$ cat src/rtl/uart_pkg.sv
// Shared UART definitions: receiver/transmitter state encoding, parity selectors
// and the default payload width.
package uart_pkg;

  localparam int UART_DATA_WIDTH = 8;

  localparam logic PAR_EVEN = 1'b0;
  localparam logic PAR_ODD  = 1'b1;

  typedef enum logic [2:0] {
    ST_IDLE,
    ST_START,
    ST_DATA,
    ST_PARITY,
    ST_STOP
  } uart_state_e;

  function automatic logic majority3(input logic a, input logic b, input logic c);
    return (a & b) | (a & c) | (b & c);
  endfunction

endpackage

$ cat src/rtl/uart_rx_sampler.sv
// Three-point mid-bit sampler: captures the line around the bit centre and
// reports the majority value once all three samples are in.
module uart_rx_sampler
  import uart_pkg::*;
#(
  parameter int PRESCALE_W = 6
) (
  input  logic                  clk,
  input  logic                  rst,
  input  logic                  rx_i,
  input  logic [PRESCALE_W-1:0] edge_cnt_i,
  input  logic [PRESCALE_W-1:0] prescale_i,
  output logic                  bit_o,
  output logic                  sample_done_o
);

  logic [PRESCALE_W-1:0] half;
  logic [2:0]            samples_q;

  assign half = prescale_i >> 1;

  // NOTE: clocked state uses non-blocking assignments so every flop sees pre-edge values.
  always_ff @(posedge clk or negedge rst) begin
    if (!rst) begin
      samples_q <= 3'b111;
    end else begin
      if (edge_cnt_i == half - PRESCALE_W'(1)) samples_q[0] <= rx_i;
      if (edge_cnt_i == half)                  samples_q[1] <= rx_i;
      if (edge_cnt_i == half + PRESCALE_W'(1)) samples_q[2] <= rx_i;
    end
  end

  assign bit_o         = majority3(samples_q[0], samples_q[1], samples_q[2]);
  assign sample_done_o = (edge_cnt_i >= half + PRESCALE_W'(2));

endmodule

$ cat src/rtl/uart_rx_deserializer.sv
// UART receiver: synchronises the serial line, walks start/data/parity/stop
// bit periods and presents each good word with a one-cycle valid strobe.
module uart_rx_deserializer
  import uart_pkg::*;
#(
  parameter int DATA_WIDTH = UART_DATA_WIDTH,
  parameter int PRESCALE_W = 6
) (
  input  logic                  clk,
  input  logic                  rst,
  input  logic                  rx_in,
  input  logic [PRESCALE_W-1:0] prescale,
  input  logic                  par_en,
  input  logic                  par_typ,
  output logic [DATA_WIDTH-1:0] data_out,
  output logic                  data_valid,
  output logic                  par_err,
  output logic                  stop_err,
  output logic                  busy
);

  localparam int BIT_CNT_W = (DATA_WIDTH > 1) ? $clog2(DATA_WIDTH) : 1;
  localparam logic [BIT_CNT_W-1:0] BIT_LAST = BIT_CNT_W'(DATA_WIDTH - 1);

  logic rx_meta_q, rx_sync_q;

  uart_state_e           state_q, state_d;
  logic [PRESCALE_W-1:0] edge_q, edge_d;
  logic [BIT_CNT_W-1:0]  bit_q, bit_d;
  logic [DATA_WIDTH-1:0] shift_q, shift_d;
  logic [PRESCALE_W-1:0] prescale_q, prescale_d;
  logic                  par_en_q, par_en_d;
  logic                  par_typ_q, par_typ_d;
  logic                  par_mis_q, par_mis_d;
  logic [DATA_WIDTH-1:0] data_out_q, data_out_d;
  logic                  data_valid_q, data_valid_d;
  logic                  par_err_q, par_err_d;
  logic                  stop_err_q, stop_err_d;

  logic voted_bit, sample_done, bit_end;

  // rx_in is asynchronous; idle-high reset keeps the line from looking like a start bit.
  always_ff @(posedge clk or negedge rst) begin
    if (!rst) begin
      rx_meta_q <= 1'b1;
      rx_sync_q <= 1'b1;
    end else begin
      rx_meta_q <= rx_in;
      rx_sync_q <= rx_meta_q;
    end
  end

  uart_rx_sampler #(.PRESCALE_W(PRESCALE_W)) u_sampler (
    .clk           (clk),
    .rst           (rst),
    .rx_i          (rx_sync_q),
    .edge_cnt_i    (edge_q),
    .prescale_i    (prescale_q),
    .bit_o         (voted_bit),
    .sample_done_o (sample_done)
  );

  assign bit_end = sample_done && (edge_q == prescale_q - PRESCALE_W'(1));

  always_comb begin
    // NOTE: every next-state signal gets its hold value first so no path infers a latch.
    state_d      = state_q;
    edge_d       = edge_q;
    bit_d        = bit_q;
    shift_d      = shift_q;
    prescale_d   = prescale_q;
    par_en_d     = par_en_q;
    par_typ_d    = par_typ_q;
    par_mis_d    = par_mis_q;
    data_out_d   = data_out_q;
    data_valid_d = 1'b0;
    par_err_d    = 1'b0;
    stop_err_d   = 1'b0;

    if (state_q != ST_IDLE) begin
      edge_d = bit_end ? '0 : edge_q + PRESCALE_W'(1);
    end

    unique case (state_q)
      ST_IDLE: begin
        edge_d = '0;
        bit_d  = '0;
        if (!rx_sync_q) begin
          state_d    = ST_START;
          prescale_d = prescale;
          par_en_d   = par_en;
          par_typ_d  = par_typ;
          par_mis_d  = 1'b0;
        end
      end
      ST_START: begin
        if (bit_end) state_d = voted_bit ? ST_IDLE : ST_DATA;
      end
      ST_DATA: begin
        if (bit_end) begin
          shift_d = {voted_bit, shift_q[DATA_WIDTH-1:1]};
          if (bit_q == BIT_LAST) begin
            bit_d   = '0;
            state_d = par_en_q ? ST_PARITY : ST_STOP;
          end else begin
            bit_d = bit_q + BIT_CNT_W'(1);
          end
        end
      end
      ST_PARITY: begin
        if (bit_end) begin
          par_mis_d = voted_bit != ((^shift_q) ^ (par_typ_q == PAR_ODD));
          state_d   = ST_STOP;
        end
      end
      ST_STOP: begin
        if (bit_end) begin
          stop_err_d = ~voted_bit;
          par_err_d  = par_mis_q;
          if (voted_bit && !par_mis_q) begin
            data_out_d   = shift_q;
            data_valid_d = 1'b1;
          end
          state_d = ST_IDLE;
        end
      end
      default: state_d = ST_IDLE;
    endcase
  end

  always_ff @(posedge clk or negedge rst) begin
    if (!rst) begin
      state_q      <= ST_IDLE;
      edge_q       <= '0;
      bit_q        <= '0;
      shift_q      <= '0;
      prescale_q   <= '0;
      par_en_q     <= 1'b0;
      par_typ_q    <= 1'b0;
      par_mis_q    <= 1'b0;
      data_out_q   <= '0;
      data_valid_q <= 1'b0;
      par_err_q    <= 1'b0;
      stop_err_q   <= 1'b0;
    end else begin
      state_q      <= state_d;
      edge_q       <= edge_d;
      bit_q        <= bit_d;
      shift_q      <= shift_d;
      prescale_q   <= prescale_d;
      par_en_q     <= par_en_d;
      par_typ_q    <= par_typ_d;
      par_mis_q    <= par_mis_d;
      data_out_q   <= data_out_d;
      data_valid_q <= data_valid_d;
      par_err_q    <= par_err_d;
      stop_err_q   <= stop_err_d;
    end
  end

  assign data_out   = data_out_q;
  assign data_valid = data_valid_q;
  assign par_err    = par_err_q;
  assign stop_err   = stop_err_q;
  assign busy       = (state_q != ST_IDLE);

endmodule
$ cat config.mk
export PLATFORM = sky130hd
export DESIGN_NAME = uart_rx_deserializer
export DESIGN_NICKNAME = d
export VERILOG_FILES = /design/src/rtl/uart_pkg.sv /design/src/rtl/uart_rx_sampler.sv /design/src/rtl/uart_rx_deserializer.sv
export SDC_FILE = /design/constraint.sdc
export NUM_CORES = 1
export LEC_CHECK = 0
export CORE_ASPECT_RATIO = 0.8
export CORE_MARGIN = 1.5
export CORE_UTILIZATION = 45
export CTS_CLUSTER_DIAMETER = 80
export DETAILED_ROUTE_END_ITERATION = 16
export PLACE_DENSITY = 0.73
export SYNTH_ARGS = -nofsm -noshare
export SYNTH_HDL_FRONTEND = slang
export SYNTH_SLANG_ARGS = --single-unit
$ cat constraint.sdc
create_clock -name clk -period 4.9 [get_ports clk]
set_input_delay 0.49 -clock clk [delete_from_list [all_inputs] [get_ports clk]]
set_output_delay 0.49 -clock clk [all_outputs]
set_load 0.02 [all_outputs]
# Yosys cells after proc, flatten, opt, wreduce, memory -nomap -nowiden
# Cells that the tools add are included.
[word_totals]
register_bits = 45
inputBits = 11
out_inout_bits = 12
[op_classes]
n_addsub = 6
magnitude_cmp = 1
eq_ne = 16
n_mux = 25
n_bitwise = 8
n_reduce_logical = 15
[ops]
columns = ["operator", "count"]
rows = [
  ["$mux 3", 9],
  ["$eq 6x6->1", 3],
  ["$mux 6", 3],
  ["$pmux 3 s5", 1],
  ["$ne 2x2->1 const B", 6],
  ["$mux 1", 9],
  ["$reduce_xor 8->1", 1],
  ["$add 5x1->6 const B", 1],
  ["$add 5x2->6 const B", 1],
  ["$add 6x1->6 const B", 1],
  ["$eq 3x2->1 const B", 2],
  ["$eq 3x3->1 const B", 2],
  ["$eq 6x5->1", 1],
  ["$ge 6x6->1", 1],
  ["$pmux 3 s2", 1],
  ["$reduce_and 2->1", 3],
  ["$reduce_and 3->1", 2],
  ["$reduce_and 6->1", 1],
  ["$reduce_bool 2->1", 3],
  ["$sub 5x1->6 const B", 1],
  ["$sub 6x1->6 const B", 1],
  ["$add 3x1->3 const B", 1],
  ["$and 1x1->1", 3],
  ["$eq 3x1->1 const B", 1],
  ["10 further kinds", 13],
]

# Longest topological paths before layout
[logic_depth]
depth_word = 7
mapped_depth = 10
depth_no_buf = 8

# Modules after synthesis
# From an unflattened synthesis, not the netlist that was laid out.
[hier_totals]
cells_unflattened = 247
hier_area_um2 = 2660.1
[modules_own_cells]
columns = ["module", "n_inst", "cells_each", "area_per_inst_um2", "seq_area_each_um2"]
rows = [
  ["uart_rx_deserializer", 1, 179, 2080.7, 1053.5],
  ["uart_rx_sampler", 1, 68, 579.3, 78.8],
]

# Worst setup path before layout
# Ideal clock, no wire load.
[synth_path]
path_type = "register to register"
from = "register prescale_q[3]"
to = "register data_out_q[0], in the netlist data_out[0]"
setup_time_ps = 125
arrival_ps = 2685
required_time_ps = 4775
setup_slack_ps = 2090
stages_incl_launch_ff = 11
path_buffers = 2
period_less_slack_ps = 2810
cell_sequence = "dfrtp_1 -> buf_1 -> inv_1 -> ha_1 -> inv_1 -> ha_1 -> nand4_1 -> o221a_2 -> or4_4 -> buf_6 -> mux2_4"
[synth_via]
elab_chain_len = 4
[synth_rtl]
columns = ["element", "line", "source"]
rows = [
  ["from (decl)", "uart_rx_deserializer.sv:31", "logic [PRESCALE_W-1:0] prescale_q, prescale_d;"],
  ["from (signal assigned)", "uart_rx_deserializer.sv:150", "prescale_q <= prescale_d;"],
  ["$add 5x2->6 / $sub 6x1->6 (equally long branches)", "uart_rx_sampler.sv:34, uart_rx_deserializer.sv:63", ""],
  ["$ge 6x6->1 / $eq 6x6->1 (equally long branches)", "uart_rx_sampler.sv:34, uart_rx_deserializer.sv:63", ""],
  ["$logic_and 1x1->1 (*)", "uart_rx_deserializer.sv:63", "assign bit_end = sample_done && (edge_q == prescale_q - PRESCALE_W'(1));"],
  ["$reduce_and 3->1 (no line) (*)", "--", ""],
  ["to (signal assigned)", "uart_rx_deserializer.sv:154", "data_out_q <= data_out_d;"],
  ["to (decl)", "uart_rx_deserializer.sv:35", "logic [DATA_WIDTH-1:0] data_out_q, data_out_d;"],
]
# Every way passes the cells marked *; elsewhere a longest branch is shown, timed or not.
# A chain may end at the register's enable or synchronous reset.

# Worst setup path after layout
[layout_path]
from = "register prescale_q[1]"
to = "register data_out_q[4], in the netlist data_out[4]"
# Same word-level chain as after synthesis.

==> impl_results.html <==
<table>
<tr><th>Metric</th><th>Value</th></tr>
<tr><th colspan="2">Worst setup path</th></tr>
<tr><td>Kind of end point of the critical path</td><td>flop</td></tr>
<tr><td>Worst-path fanout max</td><td>10</td></tr>
<tr><td>Critical path launch point type</td><td>flop</td></tr>
<tr><td>CP peak stage delay</td><td>0.74 ns</td></tr>
<tr><td>Worst Path Class, Setup</td><td>flop to flop</td></tr>
<tr><td>Required time worst endpoint</td><td>5.09 ns</td></tr>
<tr><td>CP max stage cell</td><td>or4_4</td></tr>
<tr><td>Arrival time at the worst endpoint</td><td>3.19 ns</td></tr>
<tr><td>Crit path cell chain</td><td>inv_1, ha_1, nor3b_1, and3_1, o211ai_1, or4_4, mux2_4</td></tr>
<tr><th colspan="2">Timing</th></tr>
<tr><td>Worst Hold Margin</td><td>0.3566 ns</td></tr>
<tr><td>Clock period minus final worst setup slack</td><td>2.999 ns</td></tr>
<tr><td>Fmax achieved</td><td>0.3334 GHz</td></tr>
<tr><td>Worst Max-Slew Pin Slew</td><td>1.004 ns</td></tr>
<tr><td>Worst max-slew margin expressed relative to the limit</td><td>0.3304</td></tr>
<tr><td>Final worst-path cycle share</td><td>0.6121</td></tr>
<tr><td>Count of pins over their slew limit</td><td>0</td></tr>
<tr><td>Final hold vios</td><td>0</td></tr>
<tr><td>Final setup fails</td><td>0</td></tr>
<tr><td>Unrepaired setup endpoints after global routing</td><td>false</td></tr>
<tr><td>Setup TNS Final</td><td>0 ns</td></tr>
<tr><td>Clock skew</td><td>0.006713 ns</td></tr>
<tr><th colspan="2">Yosys</th></tr>
<tr><td>Distinct cell type count of the synthesized netlist</td><td>53</td></tr>
<tr><td>Synth Area per Inst</td><td>10.88 µm²</td></tr>
<tr><td>Flip-flop and latch count after synthesis</td><td>45</td></tr>
<tr><td>Number of flops mapped to enable cells by yosys</td><td>0</td></tr>
<tr><td>Basic-gate share of the synthesized area counting and, or, nand and nor cells</td><td>0.1514</td></tr>
<tr><td>Sequential share of the synthesized area</td><td>0.4114</td></tr>
<tr><td>Share of async-settable or async-resettable flops after synthesis</td><td>1.000</td></tr>
<tr><td>Synth Area in Compound Gates</td><td>0.09000</td></tr>
<tr><td>Post-synthesis cell area</td><td>0.002753 mm²</td></tr>
<tr><td>Top cell type's share of synthesized area</td><td>0.3636</td></tr>
<tr><td>Adder-Cell Fraction of Synth Area</td><td>0.07182</td></tr>
<tr><td>Total nets after synthesis</td><td>279</td></tr>
<tr><td>Synth Flop Type</td><td>dfrtp_1</td></tr>
<tr><td>Top area cells in the synthesized netlist</td><td>dfrtp_1 36%, mux2_2 7.8%, ha_1 6.8%, xnor2_1 5.7%, dfstp_2 4.8%</td></tr>
<tr><td>Multiplexer area fraction after synthesis</td><td>0.1250</td></tr>
<tr><td>Largest family of logic cells by synthesized area</td><td>simple AND/OR/NAND/NOR gates</td></tr>
<tr><td>Cell accounting for the most synthesized area</td><td>dfrtp_1</td></tr>
<tr><td>Cell count after synthesis</td><td>253</td></tr>
<tr><td>Parity-gate share of the synthesized area counting xor and xnor cells</td><td>0.1036</td></tr>
<tr><td>Number of warnings reported in the yosys synthesis log</td><td>0</td></tr>
<tr><th colspan="2">Route</th></tr>
<tr><td>Initial drt markers</td><td>98</td></tr>
<tr><td>Number of search-and-repair iterations in the first detailed-routing pass</td><td>4</td></tr>
<tr><td>Via-per-instance ratio</td><td>5.503</td></tr>
<tr><td>Number of remaining DRC errors</td><td>0</td></tr>
<tr><td>Via count</td><td>1948</td></tr>
<tr><td>Average detailed-routed wire length per instance</td><td>15.68 µm</td></tr>
<tr><td>Number of antenna-violating nets in the routed design</td><td>0</td></tr>
<tr><td>Total detailed-routing wirelength</td><td>5552 µm</td></tr>
<tr><th colspan="2">Status</th></tr>
<tr><td>Run status</td><td>finished clean</td></tr>
<tr><th colspan="2">GRT</th></tr>
<tr><td>Number of global-route vias before repair</td><td>1952</td></tr>
<tr><td>GRT Total Usage</td><td>0.1782</td></tr>
<tr><td>Maximum number of pins on one net before global-route repair</td><td>46</td></tr>
<tr><td>Overflow left after global routing</td><td>0</td></tr>
<tr><td>Number of antenna violations at the first check in global routing</td><td>0</td></tr>
<tr><td>Wire length of the first global-routing pass</td><td>9218 µm</td></tr>
<tr><th colspan="2">Pwr</th></tr>
<tr><td>Clock power frac</td><td>0.170</td></tr>
<tr><td>Power Dens Cells</td><td>563.4 mW/mm²</td></tr>
<tr><td>Switching power</td><td>0.0007414 W</td></tr>
<tr><td>Part of the total power dissipated in sequential elements</td><td>0.359</td></tr>
<tr><td>Net switching share of the total power</td><td>0.4228</td></tr>
<tr><td>Peak VDD IR</td><td>0.3423 mV</td></tr>
<tr><td>Internal portion of total power</td><td>0.001012 W</td></tr>
<tr><td>Static Leakage</td><td>1.384 nW</td></tr>
<tr><td>Combinational share of power</td><td>0.471</td></tr>
<tr><th colspan="2">Layout</th></tr>
<tr><td>Fill cell total of the finished layout</td><td>521</td></tr>
<tr><td>ANT cells</td><td>0</td></tr>
<tr><td>Highest-count cells in the layout ignoring fill and taps</td><td>40 x dfrtp_1, 21 x clkdlybuf4s50_1, 19 x mux2_2</td></tr>
<tr><td>Most common library cell in the layout ignoring fill and taps</td><td>dfrtp_1</td></tr>
<tr><td>Fraction of final layout cells with drive strength greater than 1</td><td>0.1685</td></tr>
<tr><td>Final net count</td><td>298</td></tr>
<tr><td>Relative area change from synthesis to final layout</td><td>13.09%</td></tr>
<tr><th colspan="2">Floorplanning</th></tr>
<tr><td>Placeable core region</td><td>0.005912 mm²</td></tr>
<tr><td>Top-Level Pins</td><td>23</td></tr>
<tr><td>Horizontal die dimension</td><td>90.44 µm</td></tr>
<tr><td>Die outline height</td><td>72.96 µm</td></tr>
<tr><td>Standard-cell row count</td><td>25</td></tr>
<tr><td>Initial standard-cell utilization of the core</td><td>0.4656</td></tr>
<tr><td>Die Footprint</td><td>0.006598 mm²</td></tr>
<tr><th colspan="2">Clock network</th></tr>
<tr><td>Root Driver</td><td>clkbuf_8</td></tr>
<tr><td>Clock latency at the later pin of the worst-skew pair</td><td>0.30 ns</td></tr>
<tr><td>Post-CTS clock slew at the launch and capture registers of the worst setup and hold paths</td><td>0.09 ns</td></tr>
<tr><td>Post-cts repair resize count</td><td>0</td></tr>
<tr><td>TritonCTS clock tree</td><td>yes</td></tr>
<tr><td>Maximum clock path buffer count</td><td>2</td></tr>
<tr><td>Post-cts hold buffer count</td><td>0</td></tr>
<tr><td>Sink count of the clock tree</td><td>45</td></tr>
<tr><td>Clock H-tree levels</td><td>2</td></tr>
<tr><td>TritonCTS buffer count</td><td>5</td></tr>
<tr><td>Post-CTS setup buffers</td><td>0</td></tr>
<tr><th colspan="2">Placed design</th></tr>
<tr><td>Global placer's final weighted congestion</td><td>0.8962</td></tr>
<tr><td>Placed wire-length estimate after detailed placement</td><td>3908 µm</td></tr>
<tr><td>Quantity of I/O buffers inserted on ports</td><td>22</td></tr>
<tr><th colspan="2">Flow run</th></tr>
<tr><td>Maximum Capacitance Violations</td><td>0</td></tr>
<tr><th colspan="2">Hold path</th></tr>
<tr><td>Hold WC Path Type</td><td>input port to asynchronous set/reset pin</td></tr>
</table>
power groups by stage:
stage                     logic, W  registers [W]  clock network (W)
final                     0.000827       0.000629           0.000298
after global routing      0.000924       0.000650           0.000318
after CTS                 0.000826       0.000627           0.000304
after detailed placement  0.000809       0.000633                  0
after global placement    0.000779       0.000627                  0
after floorplan           0.000773       0.000522                  0
per-layer routing:
| layer | GRT usage | wire length (µm) | vias to the layer above |
|---|---|---|---|
| met1 | 0.2460 | 2719 | 931 |
| met2 | 0.2879 | 2479 | 52 |
| met4 | 0.05644 | 66 | 0 |
| li1 | - | - | 958 |
| met3 | 0.03229 | 286 | 7 |
| met5 | 0 | 0 | - |
cell usage after synthesis (all sizes together), types with 2 or more instances:
cell and count:
xnor2 18, nor4 3, clkbuf 3, nand2b 3
or3 2, o21ai 8, dfstp 5, or4 2
mux2 27, inv 14, a21oi 7, xor2 12
nor3 11, nor2 7, nor3b 3, nand2 11
o211ai 5, nand4 5, a211oi 2, and3 5
o41ai 2, and2 2, buf 7, dfrtp 40
nor2b 2, ha 15, nand3b 3, nand3 9
cell type report:
class	count	area (µm²)	area share
multi-input combinational	184	1491	0.4791
tap	81	101.3	0.03256
inverter	14	52.55	0.01688
clock inverter	2	37.54	0.01206
timing repair buffer	22	215.2	0.06913
clock buffer	6	82.58	0.02653
sequential	45	1132	0.3637
flip-flops by register name, summed over array words and instances, names as in the netlist, 3 cells and up:
register,flops
data_out,8
edge_q,6
bit_q,3
shift_q,8
state_q,3
u_sampler.samples_q,3
prescale_q,6
critical path, delay by kind of cell, from the launching register on:
kind,cells,cell delay [ns]
AO/OA/AOI/OAI,1,0.29
adder cells (fa/ha/maj),1,0.26
flip-flops,1,0.51
AND/OR/NAND/NOR,3,1.34
buffers and inverters,1,0.16
multiplexers,1,0.33
cell families after synthesis:
logic type | Yosys count
muxes | 28
xor gates and xnor gates | 31
AOI/OAI and AO/OA | 36
buffers and inverters | 24
and+or+nand+nor | 73
adders and majority gates | 16
DFF | 45
metrics by stage:
step	instances	total power [W]	instance area, µm²	utilization	setup slack, ns
finish	354	0.001754	3113	0.5266	1.901
global route	354	0.001892	3113	0.5266	1.742
CTS	354	0.001758	3113	0.5266	1.914
detailed placement	346	0.001442	2993	0.5062	1.934
global placement	346	0.001406	2993	0.5062	2.032
floorplan	253	0.001295	2753	-	2.090
worst paths after layout:
check	from	end	slack, ns	depth (start not counted)
max	prescale_q[1]	data_out[4]	1.90	7
min	rst	data_valid	0.36	1
max reg2reg	prescale_q[1]	data_out[4]	1.90	7
min reg2reg	rx_meta_q	rx_sync_q	0.36	0
max in group asynchronous	rst	prescale_q[5]	3.92	1
min in group clk	rx_meta_q	rx_sync_q	0.36	0
Note: power is estimated with default switching activity, not from simulation.
